[config.mk]
export PLATFORM = sky130hd
export DESIGN_NAME = vec_store_serializer
export DESIGN_NICKNAME = d
export VERILOG_FILES = /design/src/rtl/vec_store_serializer.sv
export SDC_FILE = /design/constraint.sdc
export NUM_CORES = 1
export LEC_CHECK = 0
export BUFFER_PORTS_ARGS = -buffer_cell sky130_fd_sc_hd__buf_2
export CORE_UTILIZATION = 30
export CTS_CLUSTER_SIZE = 25
export DETAILED_ROUTE_END_ITERATION = 7
export SLEW_MARGIN = 20
export SYNTH_ARGS = -nofsm -noshare
export SYNTH_HDL_FRONTEND = slang
export SYNTH_SLANG_ARGS = --single-unit
export TNS_END_PERCENT = 100
[constraint.sdc]
create_clock -name clk -period 5.2 [get_ports clk]
set_clock_uncertainty 0.1 [all_clocks]
set_input_delay 0.26 -clock clk [delete_from_list [all_inputs] [get_ports clk]]
set_output_delay 0.26 -clock clk [all_outputs]
set_load 0.02 [all_outputs]
[src/rtl/vec_store_serializer.sv]
// -----------------------------------------------------------------------------
// vec_store_serializer
//
// Takes one 4-lane vector ALU result and stores it as a sequence of single
// byte writes: each enabled 32-bit lane is saturated to an unsigned pixel byte
// and written to base address + lane index. Lanes go out lowest index first.
//
// Ports
//   clk, rst        single clock, synchronous active-high reset
//   in_valid        a vector is offered
//   in_ready        block can accept a vector (only in IDLE)
//   in_data         lane i = in_data[32i+31:32i]
//   in_addr         byte address of lane 0
//   in_mask         lane write enables, bit i enables lane i
//   mem_we          byte write request
//   mem_addr        byte address of the current write
//   mem_wdata       saturated pixel byte of the current write
//   mem_ready       memory accepts the write this cycle
//   busy            high while a vector is held (WRITE and DONE)
//   done            one-cycle pulse once all writes of a vector are done
//   state_dbg       current FSM state, for observation
//
// Handshakes (both sides use the same valid/ready rule):
//   A transfer happens on a rising edge where valid and ready are both high.
//   The producer holds its payload stable while valid is high and ready is
//   low. Input side: in_valid/in_ready. Memory side: mem_we acts as valid and
//   mem_ready as ready; mem_addr/mem_wdata hold until the write is taken.
//
// All memory-side outputs, busy and done are flops; nothing reaches an output
// combinationally from in_valid or mem_ready.
// -----------------------------------------------------------------------------
module vec_store_serializer #(
  parameter int ADDR_W = 32,
  parameter int LANES  = 4
) (
  input  logic                clk,
  input  logic                rst,
  input  logic                in_valid,
  output logic                in_ready,
  input  logic [32*LANES-1:0] in_data,
  input  logic [ADDR_W-1:0]   in_addr,
  input  logic [LANES-1:0]    in_mask,
  output logic                mem_we,
  output logic [ADDR_W-1:0]   mem_addr,
  output logic [7:0]          mem_wdata,
  input  logic                mem_ready,
  output logic                busy,
  output logic                done,
  output logic [1:0]          state_dbg
);

  typedef enum logic [1:0] {
    IDLE  = 2'd0,
    WRITE = 2'd1,
    DONE  = 2'd2
  } state_t;

  state_t                state;
  logic [32*LANES-1:0]   data_q;
  logic [ADDR_W-1:0]     addr_q;
  logic [LANES-1:0]      mask_q;
  logic [1:0]            lane_q;

  // Next-write selection. The output flops are loaded one cycle ahead, so the
  // selection looks at the incoming vector while IDLE and at the mask with the
  // current lane already retired while WRITE.
  logic [LANES-1:0]      rem_mask;
  logic [LANES-1:0]      src_mask;
  logic [32*LANES-1:0]   src_data;
  logic [ADDR_W-1:0]     src_addr;
  logic [1:0]            nxt_lane;
  logic [31:0]           nxt_word;
  logic [ADDR_W-1:0]     nxt_addr;
  logic [7:0]            nxt_wdata;

  // Lowest-index set bit; 0 when the mask is empty (caller never uses it then).
  function automatic logic [1:0] first_lane(input logic [LANES-1:0] m);
    logic [1:0] l;
    l = 2'd0;
    for (int i = LANES - 1; i >= 0; i--) begin
      if (m[i]) l = i[1:0];
    end
    return l;
  endfunction

  // Unsigned saturation of a 32-bit lane to a pixel byte.
  function automatic logic [7:0] sat8(input logic [31:0] v);
    return (v > 32'd255) ? 8'hFF : v[7:0];
  endfunction

  always_comb begin
    rem_mask = mask_q & ~(LANES'(1) << lane_q);
    if (state == IDLE) begin
      src_mask = in_mask;
      src_data = in_data;
      src_addr = in_addr;
    end else begin
      src_mask = rem_mask;
      src_data = data_q;
      src_addr = addr_q;
    end
    nxt_lane  = first_lane(src_mask);
    nxt_word  = src_data[32*nxt_lane +: 32];
    // Address arithmetic wraps naturally at ADDR_W bits.
    nxt_addr  = src_addr + {{(ADDR_W-2){1'b0}}, nxt_lane};
    nxt_wdata = sat8(nxt_word);
  end

  assign in_ready  = (state == IDLE);
  assign state_dbg = state;

  always_ff @(posedge clk) begin
    if (rst) begin
      // Reset also aborts any vector in flight: pending lanes are dropped and
      // no done pulse follows.
      state     <= IDLE;
      data_q    <= '0;
      addr_q    <= '0;
      mask_q    <= '0;
      lane_q    <= '0;
      mem_we    <= 1'b0;
      mem_addr  <= '0;
      mem_wdata <= '0;
      busy      <= 1'b0;
      done      <= 1'b0;
    end else begin
      case (state)
        IDLE: begin
          done <= 1'b0;
          if (in_valid) begin
            data_q <= in_data;
            addr_q <= in_addr;
            mask_q <= in_mask;
            busy   <= 1'b1;
            if (in_mask != '0) begin
              state     <= WRITE;
              lane_q    <= nxt_lane;
              mem_we    <= 1'b1;
              mem_addr  <= nxt_addr;
              mem_wdata <= nxt_wdata;
            end else begin
              // Empty mask: nothing to write, report completion directly.
              state <= DONE;
              done  <= 1'b1;
            end
          end
        end

        WRITE: begin
          // Without mem_ready everything holds, keeping the write stable.
          if (mem_ready) begin
            mask_q <= rem_mask;
            if (rem_mask == '0) begin
              state     <= DONE;
              done      <= 1'b1;
              mem_we    <= 1'b0;
              mem_addr  <= '0;
              mem_wdata <= '0;
            end else begin
              lane_q    <= nxt_lane;
              mem_addr  <= nxt_addr;
              mem_wdata <= nxt_wdata;
            end
          end
        end

        DONE: begin
          state <= IDLE;
          done  <= 1'b0;
          busy  <= 1'b0;
        end

        default: begin
          state     <= IDLE;
          mem_we    <= 1'b0;
          mem_addr  <= '0;
          mem_wdata <= '0;
          busy      <= 1'b0;
          done      <= 1'b0;
        end
      endcase
    end
  end

endmodule

* Word-level counts from Yosys, hierarchy flattened
Cells that the tools add are included.
** Word-level totals
- Logic and storage cells :: 80
- Bits of input ports :: 168
- Flip-flop bits (word level) :: 211
** Cells by class
- Multiplexer cells :: 43
- Shift operators :: 2
- Magnitude comparators :: 1
- Reduce and logical (&&, ||, !) cells :: 12
- $add $sub $neg :: 1
- Equality and inequality tests :: 7
- Bitwise gates (word level) :: 4
** Operator list (number)
- $mux 32 :: 5
- $mux 128 :: 1
- $shiftx 128x8->32 :: 1
- $pmux 32 s3 :: 1
- $mux 8 :: 5
- $add 32x2->32 :: 1
- $gt 32x8->1 const B :: 1
- $mux 2 :: 12
- $pmux 8 s3 :: 1
- $mux 4 :: 3
- $reduce_and 5->1 :: 2
- $mux 1 :: 9
- $ne 2x2->1 const B :: 4
- $pmux 2 s2 :: 2
- $pmux 4 s2 :: 1
- $reduce_and 2->1 :: 3
- $reduce_and 3->1 :: 2
- $and 4x4->4 :: 1
- $logic_not 4->1 :: 1
- $not 4->4 :: 1
- $pmux 1 s2 :: 2
- $reduce_and 4->1 :: 1
- $reduce_bool 4->1 :: 1
- $shl 1x2->4 const A :: 1
- 7 further kinds :: 8

* Depth between registers and ports, before layout
Gate-level depths: netlist (run 1).
- Depth in word-level cells :: 14
- Gate-level depth with buffers :: 18

* Worst setup path after synthesis (run 1)
Ideal clock, no wire load.
- Path kind :: register to register
- Start :: register state[1] (netlist: state_dbg[1])
- End :: register mem_addr[18]
- Stages on the path, launching flop included :: 19
- Path slack :: 1214 ps
- Arrival time :: 3769 ps
- Period minus slack after synthesis :: 3986 ps
- Data required time :: 4983 ps
- Cell sequence :: dfxtp_1 > or2_1 > buf_2 > inv_2 > buf_4 > buf_4 > buf_4 > buf_1 > nand2_1 > nand2_1 > ha_1 > fa_1 > inv_1 > a221o_1 > nor3b_4 > and2_1 > nand2_1 > xor2_1 > a22o_1
** Between the ends
- Longest elaborated chain between the ends :: 10
** Ends and longest elaborated chain
- start: declaration :: line 58 : state_t state;
- start signal: assignment :: line 116 : state <= IDLE;
- start signal: assignment :: line 136 : state <= WRITE;
- start signal: assignment :: line 143 : state <= DONE;
- $logic_not 2->1 (*)
- via in_ready :: line 39 : output logic in_ready,
- $mux 4 :: line 93 : if (state == IDLE) begin
- $mux 2 (4 in a row) :: line 81 : if (m[i]) l = i[1:0];
- $add 32x2->32 :: line 105 : nxt_addr = src_addr + {{(ADDR_W-2){1'b0}}, nxt_lane};
- $mux 32, on equally long branches :: line 153, 135
- $mux 32, on equally long branches :: line 151, 130
- $pmux 32 s3 :: line 127 : case (state)
- end signal: assignment :: line 139 : mem_addr <= nxt_addr;
- end signal: assignment :: line 161 : mem_addr <= nxt_addr;
- end: declaration :: line 44 : output logic [ADDR_W-1:0] mem_addr,
The timed path passes the listed nets; every way through them passes the cells marked *. The select of a mux whose other input is x is not followed.
A chain may end at the register's enable or synchronous reset.

* Worst setup path in the final report (run 1)
- Start :: register state[1] (netlist: state_dbg[1])
- End :: register mem_addr[17]
** Between the ends
- Longest elaborated chain between the ends :: 10
** Ends and longest elaborated chain
- $logic_not 2->1 (*) :: line 93
- $mux 4 (*) :: line 93
- $mux 2 (3 in a row) :: line 81
- $mux 2 (*) :: line 81
- via nxt_lane[0] :: line 71 : logic [1:0] nxt_lane;
- $add 32x2->32 (*) :: line 105
- $mux 32, on equally long branches :: line 153, 135
- $mux 32, on equally long branches :: line 151, 130
- $pmux 32 s3 (*) :: line 127
Marked as above.

==> key figures, run 1 <==
Run status
  – Outcome: complete, no violations

Synth
  – Synth Area in Compound Gates: approximately a fifth
  – Post-synth EDFFs: 0
  – Post-synthesis xor/xnor area fraction: 1.97%
  – Largest family of logic cells by synthesized area: simple AND/OR/NAND/NOR gates
  – Synth Instances: roughly 1200
  – Post-synthesis mux area share: ~3.2%
  – Post-synthesis adder-cell area fraction: less than 1%
  – Synth warn: 0
  – Avg Cell Area, Syn: around 8 sq um
  – Synth Register Bits: ~210
  – Simple-gate area share of the yosys netlist: 26.7%
  – Fraction of registers with async set/reset: 0%
  – Net Count, Synth: 1415
  – Count of different cell masters after synthesis: 78
  – Seq/Total Area, Yosys: ~43%
  – Main synth FF type: dfxtp_1
  – Mapped Area: between 9000 and 10000 sq um

Critical path
  – Crit start category: flop
  – Worst EP required: between 5 and 6 ns
  – Critical Path Max Stage Delay: 0.46 ns
  – Crit path DAT: around 4.6 ns
  – CP Max Fanout: 18
  – Kind of critical path: reg2reg
  – WP depth: 14
  – CP Launch Point: state_dbg[1]
  – Setup crit end kind: flop
  – Slowest stage cell, crit path: a221oi_2
  – Crit path max-delay family: simple AND/OR/NAND/NOR gates
  – Reg2reg path depth: 14
  – Crit path top cell by count: buf_4
  – Crit path cell chain: or2_1, inv_2, o31a_1, buf_4, a21boi_1, buf_4, nor2_1, ha_1, a21oi_1, a221oi_2, nand3_1, nand3b_1, or3_1, a32o_1
  – Worst R2R Start: state_dbg[1]
  – CP bufs+invs: 3

Drt
  – First-pass iteration count of the detailed router: 7
  – # DRC: 0
  – DR WL met3: about 2300 um
  – Post-DRT Antenna Nets: 0
  – Vias post-DR: approximately 10000
  – Vias per std cell: just over 5
  – Met1 wire length: between 10000 and 15000 um
  – WL met2: around 15000 um
  – Uppermost layer routed: met5
  – Initial DRC count: 659
  – Routed WL per cell: about 16 um
  – WL final: 32800 um

STA
  – Tcrit/Tclk final: around four fifths
  – Final Hold Viols: 0
  – Fin crit period: 4.23 ns
  – Achievable Freq: approximately 0.24 GHz
  – Slew headroom: a little over a third
  – Worst-Margin Slew: 0.944 ns
  – Slew Limit Fails: 0
  – Setup TNS: 0 ns
  – Setup violators final: 0
  – RSZ-0062 raised after global routing: false

CTS
  – Postcts setup bufs: 0
  – TritonCTS Buffers: 24
  – Clk slew on worst S/H paths: 0.06 ns
  – Root buffer cell: clkbuf_16
  – Cts repair resizes: 0
  – CTS tree: done
  – Clk_lat worst skew: 0.52 ns
  – Longest Clk Path Bufs: 3
  – Clock Sinks: 211
  – H-tree depth: 1

Global routing
  – Vias in the first global route: slightly below 10000
  – Grt total ovfl: 0
  – Initial antenna violation count: 6
  – First-pass GRT wire length: about 52000 um
  – Total track usage: between 10% and 20%
  – Pin count of the biggest net entering global routing: around 120

Power and ir drop
  – Share of power burned in the clock network: between 30% and 40%
  – Comb power frac: about a fifth
  – Tot Pwr: around 4.6 mW
  – Internal: between 3 and 4 mW
  – Reg power frac: around two fifths
  – Peak supply drop: roughly 0.21 mV
  – P_leak: around 5.4 nW
  – Pwr/cell area: about 340 nW/um^2
  – Switching share of power: about 29%
  – Sw Pwr: roughly 1.3 mW

Finish
  – Nets@finish: around 1700
  – Non-filler cells, final: around 2000
  – Layout area overhead: 39.3%
  – Layout cell share with drive strength beyond 1: 18.6%
  – Register Area: roughly 4200 sq um
  – Multi-input gate area: slightly above 5000 sq um
  – Fill cells: between 3000 and 4000
  – Design area: between 10000 and 15000 sq um

Floorplan
  – Total core area: ~32000 sq um
  – Die H: between 150 and 200 um
  – Starting Density: between 30% and 40%
  – Chip width: about 180 um
  – FP Rows: between 60 and 70
  – I/O pins: about 210
  – Total Die Area: between 30000 and 40000 sq um

Placed design
  – DP Area: ~11000 sq um
  – IO Port Bufs: between 200 and 250
  – Final GP Congestion: roughly 0.83
  – Placed cell count: roughly 1800
  – DPL Wire Length: between 20000 and 25000 um

Run
  – Total of max-cap violations: 0

Hold path
  – Worst hold path cell count: 4
  – Tightest Hold Check Type: in2reg
  – Hold wc startpoint: mem_ready
[cell type report]
| class | instances | area share, % |
|---|---|---|
| diodes | 4 | 0.0735 |
| clock buffers | 31 | 4.98 |
| clock inverters | 12 | 1.19 |
| inverters | 6 | 0.165 |
| multi-input cells | 936 | 37.7 |
| flip-flops and latches | 211 | 31.0 |
| well taps | 435 | 4.00 |
| repair buffers | 393 | 20.9 |
[power groups by stage]
| stage | clock [mW] | sequential, mW | combinational, mW |
|---|---|---|---|
| 6_report | 1.81 | 1.83 | 0.973 |
| 5_1_grt | 1.91 | 1.84 | 1.06 |
| 4_1_cts | 1.85 | 1.83 | 0.970 |
| 3_5_place_dp | 0 | 1.86 | 0.871 |
| 3_3_place_gp | 0 | 1.86 | 0.857 |
| 2_1_floorplan | 0 | 1.88 | 0.545 |
[registers in the layout, indices dropped and copies added, names as in the netlist]
| register | cells |
|---|---|
| lane_q | 2 |
| addr_q | 32 |
| mem_addr | 32 |
| mem_wdata | 8 |
| mask_q | 4 |
| busy | 1 |
| state_dbg | 2 |
| mem_we | 1 |
| done | 1 |
| data_q | 128 |
[logic make-up (layout without fill, tap and decap cells)]
kind of cell | count (synthesis) | count (layout)
buffers and inverters | 97 | 442
AOI/OAI and AO/OA | 313 | 313
and+or+nand+nor | 570 | 570
adders and majority gates | 3 | 3
muxes | 28 | 28
other | 0 | 4
DFF | 211 | 211
xor gates and xnor gates | 22 | 22
[layer usage]
metal  global-route usage (%)  up-vias
li1                         -     5058
met3                     3.91       58
met4                     5.04        4
met2                     32.0      341
met1                     25.1     4866
met5                        0        -
[per-stage QoR]
stage          hold slack (ns)  util (%)  setup slack (ns)
2_1_floorplan            0.296         -              1.21
3_3_place_gp             0.339      35.0              1.16
3_5_place_dp             0.345      35.0              1.06
4_1_cts                  0.129      42.8              1.03
5_1_grt                  0.185      42.8             0.683
6_report                 0.161      42.8             0.968
[worst paths after layout]
path	slack, ns	end
max	0.97	mem_addr[17]
min	0.16	state_dbg[1]
max reg2reg	0.97	mem_addr[17]
min reg2reg	0.35	data_q[6]
[worst min-delay path, stage by stage]
cell and delay, ns:
buf_2 0.15, and2_1 0.18, nand2_1 0.07, a211oi_1 0.07
[placed cells by master (no fill, tap or decap), drive strengths merged, types with 6 or more instances in the layout]
cell type	instances
nand2	359
buf	229
dfxtp	211
a21oi	172
dlygate4sd3	164
nor4	50
nor2	44
o21ai	42
nand3	41
clkbuf	31
mux2i	23
a22o	20
nand4	18
xnor2	16
a311o	13
and3	13
a22oi	13
o211ai	12
nand4bb	7
clkinv	7
nor3	7
a32oi	6
xor2	6
and2	6
inv	6
[repair_timing]
item                                    CTS  global route
hold buffers                            164             0
endpoints found under the setup margin    0             0
hold endpoints to repair                165             0
[cell usage after synthesis, types with 4 or more instances]
| master | instances | area [sq um] |
|---|---|---|
| a211oi_1 | 4 | 30.0 |
| a21oi_1 | 172 | 861 |
| a22o_1 | 20 | 175 |
| a22oi_1 | 12 | 90.1 |
| a311o_1 | 13 | 130 |
| a31oi_1 | 4 | 25.0 |
| a32oi_1 | 6 | 52.6 |
| and2_1 | 6 | 37.5 |
| and3_1 | 13 | 81.3 |
| buf_2 | 25 | 125 |
| buf_4 | 6 | 45.0 |
| clkbuf_1 | 55 | 206 |
| dfxtp_1 | 211 | 4220 |
| inv_1 | 4 | 15.0 |
| mux2i_1 | 23 | 230 |
| nand2_1 | 358 | 1340 |
| nand2b_1 | 4 | 25.0 |
| nand3_1 | 41 | 205 |
| nand4_1 | 17 | 106 |
| nand4bb_1 | 7 | 78.8 |
| nor2_1 | 43 | 161 |
| nor3_1 | 4 | 20.0 |
| nor4_1 | 50 | 313 |
| o211ai_1 | 11 | 82.6 |
| o21ai_0 | 40 | 200 |
| xnor2_1 | 16 | 140 |
| xor2_1 | 6 | 52.6 |
No activity file was read; power rests on OpenSTA's default activity.
==> inputs of run 2 (changes only) <==
--- a/config.mk
+++ b/config.mk
@@ -5,6 +5,7 @@
 export SDC_FILE = /design/constraint.sdc
 export NUM_CORES = 1
 export LEC_CHECK = 0
+export ABC_AREA = 1
 export BUFFER_PORTS_ARGS = -buffer_cell sky130_fd_sc_hd__buf_2
 export CORE_UTILIZATION = 30
 export CTS_CLUSTER_SIZE = 25
==> constraint.sdc (replaced) <==
create_clock -name clk -period 3.4 [get_ports clk]
set_clock_uncertainty 0.1 [all_clocks]
set_input_delay 0.17 -clock clk [delete_from_list [all_inputs] [get_ports clk]]
set_output_delay 0.17 -clock clk [all_outputs]
set_load 0.02 [all_outputs]
==> key figures, run 2 <==
CTS
  – Postcts setup bufs: 0
  – Clock Sinks: between 200 and 250
  – Root buffer cell: clkbuf_16
  – H-tree depth: 1
  – Clk slew on worst S/H paths: roughly 0.060 ns
  – TritonCTS Buffers: 25
  – Clk_lat worst skew: between 0.5 and 0.6 ns
  – Longest Clk Path Bufs: 3
  – CTS tree: done

Drt
  – WL final: 35800 um
  – Initial DRC count: 890
  – First-pass iteration count of the detailed router: 7
  – Vias per std cell: 4.80
  – Post-DRT Antenna Nets: 0
  – # DRC: 0
  – Routed WL per cell: 15.0 um
  – Vias post-DR: approximately 11000

Finish
  – Layout area overhead: 37.6%
  – Layout cell share with drive strength beyond 1: 17.6%
  – Fill cells: about 3600
  – Top Registers: data_q x128, addr_q x32, mem_addr x32
  – Commonest non-fill, non-tap cell in the layout: nand2_1
  – Multi-input gate area: 5300 sq um
  – Nets@finish: about 2100
  – Number of flip-flops in the largest register: about 130
  – Register Area: between 4000 and 5000 sq um
  – Reg with most FFs: data_q
  – Most frequent cells in the layout: nand2_1, nor2_1, buf_2
  – Non-filler cells, final: approximately 2400

Critical path
  – CP bufs+invs: 2
  – Crit path max-delay family: simple AND/OR/NAND/NOR gates
  – CP Launch Point: state_dbg[0]
  – CP Max Fanout: 17
  – Worst R2R Start: state_dbg[0]
  – Crit path top cell by count: nand2_1
  – Critical Path Max Stage Delay: slightly above 0.4 ns
  – Crit path cell chain: inv_1, nand2_4, nand3_1, nand2_1, nor2_2, nand2_2, inv_1, ha_1, a21oi_1, nor2_1, nand2_1, nor2_1, nand3_2, nor2_2, nand2_1, nand2_1, nand3_1, a21oi_1
  – Crit start category: flop
  – Crit path DAT: about 3.4 ns
  – Worst EP required: around 3.8 ns
  – Kind of critical path: reg2reg
  – Slowest stage cell, crit path: dfxtp_1
  – Setup crit end kind: flop

Synth
  – Synth warn: 0
  – Yosys top cell area share: 40.3%
  – Commonest cells post-synth: nand2_1, nor2_1, dfxtp_1
  – Fraction of registers with async set/reset: 0%
  – Synth Register Bits: approximately 210
  – Net Count, Synth: approximately 1700
  – Count of different cell masters after synthesis: 44
  – Main synth FF type: dfxtp_1
  – Top post-synthesis cells by area: dfxtp_1, nand2_1, nor2_1
  – Avg Cell Area, Syn: between 6 and 7 sq um
  – Synth Instances: 1577
  – Largest area contributor in the netlist: dfxtp_1
  – Seq/Total Area, Yosys: 40.3%
  – Most frequent cell after synthesis: nand2_1
  – Mapped Area: ~10000 sq um
  – Post-synth EDFFs: 0

Global routing
  – Vias in the first global route: 10720
  – Pin count of the biggest net entering global routing: 150
  – Total track usage: approximately a fifth
  – Initial antenna violation count: 2
  – First-pass GRT wire length: around 57000 um
  – Grt total ovfl: 0

Hold path
  – Hold wc startpoint: in_valid
  – Tightest Hold Check Type: in2reg

Floorplan
  – FP Rows: a little under 70
  – Total Die Area: roughly 36000 sq um
  – Chip width: between 150 and 200 um
  – Starting Density: between 30% and 40%
  – I/O pins: about 210
  – Total core area: roughly 34000 sq um
  – Die H: approximately 190 um

Power and ir drop
  – Comb power frac: slightly below 30%
  – Internal: between 5 and 6 mW
  – Pwr/cell area: ~560 nW/um^2
  – P_leak: 6.44 nW
  – Share of power burned in the clock network: about 34%
  – Peak supply drop: 0.386 mV
  – Reg power frac: between 30% and 40%
  – Switching share of power: approximately a third
  – Tot Pwr: 8.09 mW
  – Sw Pwr: about 2.8 mW

Placed design
  – DPL Wire Length: 24500 um
  – IO Port Bufs: approximately 210
  – Final GP Congestion: 0.882
  – Placed cell count: ~2200

STA
  – Fin crit period: roughly 3 ns
  – Setup violators final: 0
  – Final Hold Viols: 0
  – Setup TNS: 0 ns
  – Slew headroom: about a third
  – Worst-Margin Slew: ~1 ns
  – Achievable Freq: ~0.32 GHz
  – Tcrit/Tclk final: 90.7%
  – Slew Limit Fails: 0
  – RSZ-0062 raised after global routing: false

Run status
  – Outcome: complete, no violations

Run
  – Total of max-cap violations: 0
[run 2: cell types whose count changed after synthesis, moves of 14 or more]
cell	previous run	this run
a221oi_1	0	18
nor2_2	1	15
nand2_1	358	304
a22o_1	20	0
nand3_1	41	81
o21ai_0	40	137
xnor2_1	16	0
nor2_1	43	290
inv_1	4	146
mux2i_1	23	0
nor4_1	50	2
[run 2: metrics by stage]
stage               area [sq um]  setup WS, ns  util, %  hold slack [ns]
global route               14400      0.000671     41.9           0.0768
detailed placement         11900         0.324     34.6            0.316
finish                     14400         0.317     41.9           0.0863
CTS                        14400         0.310     41.8           0.0517
global placement           11900         0.440     34.6            0.308
floorplan                  10500         0.452        -            0.205
[run 2: worst min-delay path: cells and delay by family]
| family | cells | cell delay (ns) |
|---|---|---|
| buffers and inverters | 2 | 0.36 |
| AOI/OAI and AO/OA | 1 | 0.14 |
[run 2: worst paths after layout]
check / slack [ns] / cells after the start / endpoint
worst max register to register: 0.32 / 18 / mem_addr[21]
worst min-delay path: 0.09 / 3 / data_q[99]
worst min register to register: 0.35 / 2 / addr_q[30]
worst max-delay path: 0.32 / 18 / mem_addr[21]
[run 2: layout make-up]
cell class | instances | area share, %
sequential | 211 | 29.3
antenna | 3 | 0.0520
multi-input combinational | 1130 | 36.7
clock buffer | 27 | 4.52
clock inverter | 18 | 1.33
timing repair buffer | 397 | 20.2
inverter | 151 | 3.94
tap | 455 | 3.94
[run 2: kinds of logic after synthesis]
kind of cell               synth area share, %
DFF                                       40.3
and+or+nand+nor                           30.5
adders and majority gates                0.429
buffers and inverters                     9.42
xor gates and xnor gates                0.0835
AOI/OAI and AO/OA                         19.3
[run 2: repair_timing]
item                       CTS  global route
setup endpoints to repair    0             3
hold endpoints to repair   164             0
hold buffers               164             0
gates resized for setup      0             1
[run 2: power groups by stage]
stage	registers [mW]	logic, mW	clock network [mW]
final	2.95	2.35	2.78
after global routing	2.99	2.63	2.95
after CTS	2.95	2.35	2.84
after detailed placement	3.00	2.19	0
after global placement	2.99	2.18	0
after floorplan	3.07	1.43	0
[run 2: layer usage]
metal	track usage (%)	vias up	part of all wire [%]
li1	-	5826	-
met1	27.9	5220	47
met2	30.2	360	44
met3	2.74	64	5.9
met4	6.61	0	3.1
met5	0	-	0
==> inputs of run 3 (changes only) <==
--- a/config.mk
+++ b/config.mk
@@ -7,9 +7,11 @@
 export LEC_CHECK = 0
 export ABC_AREA = 1
 export BUFFER_PORTS_ARGS = -buffer_cell sky130_fd_sc_hd__buf_2
-export CORE_UTILIZATION = 30
+export CORE_UTILIZATION = 52
+export CTS_BUF_LIST = sky130_fd_sc_hd__clkbuf_8
 export CTS_CLUSTER_SIZE = 25
 export DETAILED_ROUTE_END_ITERATION = 7
+export PLACE_DENSITY = 0.79
 export SLEW_MARGIN = 20
 export SYNTH_ARGS = -nofsm -noshare
 export SYNTH_HDL_FRONTEND = slang
==> key figures, run 3 (synthesis results as in run 2) <==
Finish
  – Fin util: a little under three quarters
  – Layout area overhead: 33.8%
  – Reg with most FFs: data_q
  – Non-filler cells, final: 2222
  – Design area: 14000 sq um
  – Commonest non-fill, non-tap cell in the layout: nand2_1
  – Nets@finish: ~2100
  – Top Registers: data_q x128, addr_q x32, mem_addr x32
  – Multi-input gate area: between 5000 and 6000 sq um
  – Layout cell share with drive strength beyond 1: 17.6%
  – Register Area: around 4200 sq um
  – Most frequent cells in the layout: nand2_1, nor2_1, buf_2
  – Fill cells: between 1500 and 2000
  – Number of flip-flops in the largest register: between 100 and 150

Placed design
  – Placed cell count: about 2000
  – DP Worst Slack: around 0.2 ns
  – DP Area: approximately 12000 sq um
  – Final GP Congestion: 0.903
  – IO Port Bufs: approximately 210
  – DPL Wire Length: 21100 um

STA
  – Final Hold Viols: 0
  – Worst-Margin Slew: slightly below 0.8 ns
  – Fin crit period: between 3 and 4 ns
  – Achievable Freq: 0.327 GHz
  – Setup violators final: 0
  – RSZ-0062 raised after global routing: false
  – Tcrit/Tclk final: ~90%
  – Setup TNS: 0 ns
  – Slew headroom: 47.9%
  – Slew Limit Fails: 0
  – Fin worst setup slack: between 0.3 and 0.4 ns
  – Hold WS: 0.0677 ns

Power and ir drop
  – Pwr/cell area: roughly 540 nW/um^2
  – P_leak: around 6.4 nW
  – Peak supply drop: approximately 0.35 mV
  – Tot Pwr: around 7.6 mW

Hold path
  – Tightest Hold Check Type: in2reg

CTS
  – Longest Clk Path Bufs: 3
  – Clock Sinks: 211
  – Clk slew on worst S/H paths: 0.06 ns
  – CTS tree: done
  – H-tree depth: 2
  – TritonCTS Buffers: 37
  – Clk_lat worst skew: around 0.53 ns
  – Root buffer cell: clkbuf_8

Run
  – Total of max-cap violations: 0

Drt
  – Routed WL per cell: between 15 and 20 um
  – First-pass iteration count of the detailed router: 6
  – WL final: 35100 um
  – # DRC: 0
  – Vias per std cell: roughly 5.4
  – Post-DRT Antenna Nets: 0
  – Initial DRC count: 1137
  – Vias post-DR: 11985

Floorplan
  – Chip width: 144 um
  – FP Rows: 51
  – Total core area: approximately 20000 sq um
  – Starting Density: 53.6%
  – Die H: about 140 um
  – Total Die Area: between 20000 and 25000 sq um
  – I/O pins: ~210

Critical path
  – Crit start category: flop
  – Setup crit end: mem_addr[16]
  – Setup crit end kind: flop
  – Worst EP required: roughly 3.7 ns
  – Reg2reg path depth: 18
  – Worst R2R Setup Slack: between 0.3 and 0.4 ns
  – Worst R2R Start: state_dbg[1]
  – Crit path DAT: 3.35 ns
  – CP Launch Point: state_dbg[1]
  – Kind of critical path: reg2reg
  – R2r endpoint: mem_addr[16]
  – CP Max Fanout: 7

Global routing
  – Vias in the first global route: 11301
  – Total track usage: about a third
  – Initial antenna violation count: 3
  – Pin count of the biggest net entering global routing: 150
  – First-pass GRT wire length: 55300 um
  – Grt total ovfl: 0

Run status
  – Outcome: complete, no violations
run 3: layout make-up:
type                    count  share of cell area [%]
diodes                      3                  0.0535
clock buffers              44                    4.31
clock inverters            22                   0.864
inverters                 151                    4.05
multi-input cells        1129                    37.7
flip-flops and latches    211                    30.1
well taps                 265                    2.36
repair buffers            397                    20.6
run 3: critical path, stage by stage, from the launching register on:
cell	delay [ns]
dfxtp_1	0.46
nor2_4	0.09
buf_4	0.15
nand2_1	0.05
nand2_1	0.11
nor2_1	0.16
nor2_1	0.07
nor2_2	0.18
ha_1	0.22
fa_1	0.24
nand2_1	0.09
nor2_1	0.17
nand2_2	0.15
inv_1	0.15
nand3_1	0.09
nor2_1	0.19
nand2_1	0.07
nand3_1	0.12
a21oi_1	0.08
run 3: where the power goes:
part           internal [mW]  switching (mW)
Sequential              2.80           0.158
Combinational          0.816            1.52
Clock                   1.25            1.05
run 3: worst min path at each step:
stage | from | endpoint | slack, ns | depth (start not counted)
after floorplan | in_data[104] | data_q[104] | 0.20 | 2
after global placement | in_data[21] | data_q[21] | 0.31 | 3
after detailed placement | in_data[81] | data_q[81] | 0.32 | 3
after CTS | in_valid | data_q[98] | 0.04 | 2
after global routing | in_valid | data_q[102] | 0.07 | 2
final | in_valid | data_q[70] | 0.07 | 2
run 3: routing by layer:
layer,track usage [%],up-vias,wire (um)
met5,0,-,13
met4,19.9,2,1820
met3,5.73,146,2680
met2,54.2,652,16100
met1,42.7,5335,14500
li1,-,5850,-
run 3: what timing repair did:
item,CTS,global route
setup buffers,0,4
endpoints found under the setup margin,0,22
resized for setup,0,2
hold endpoints to repair,165,0
hold buffers,164,0
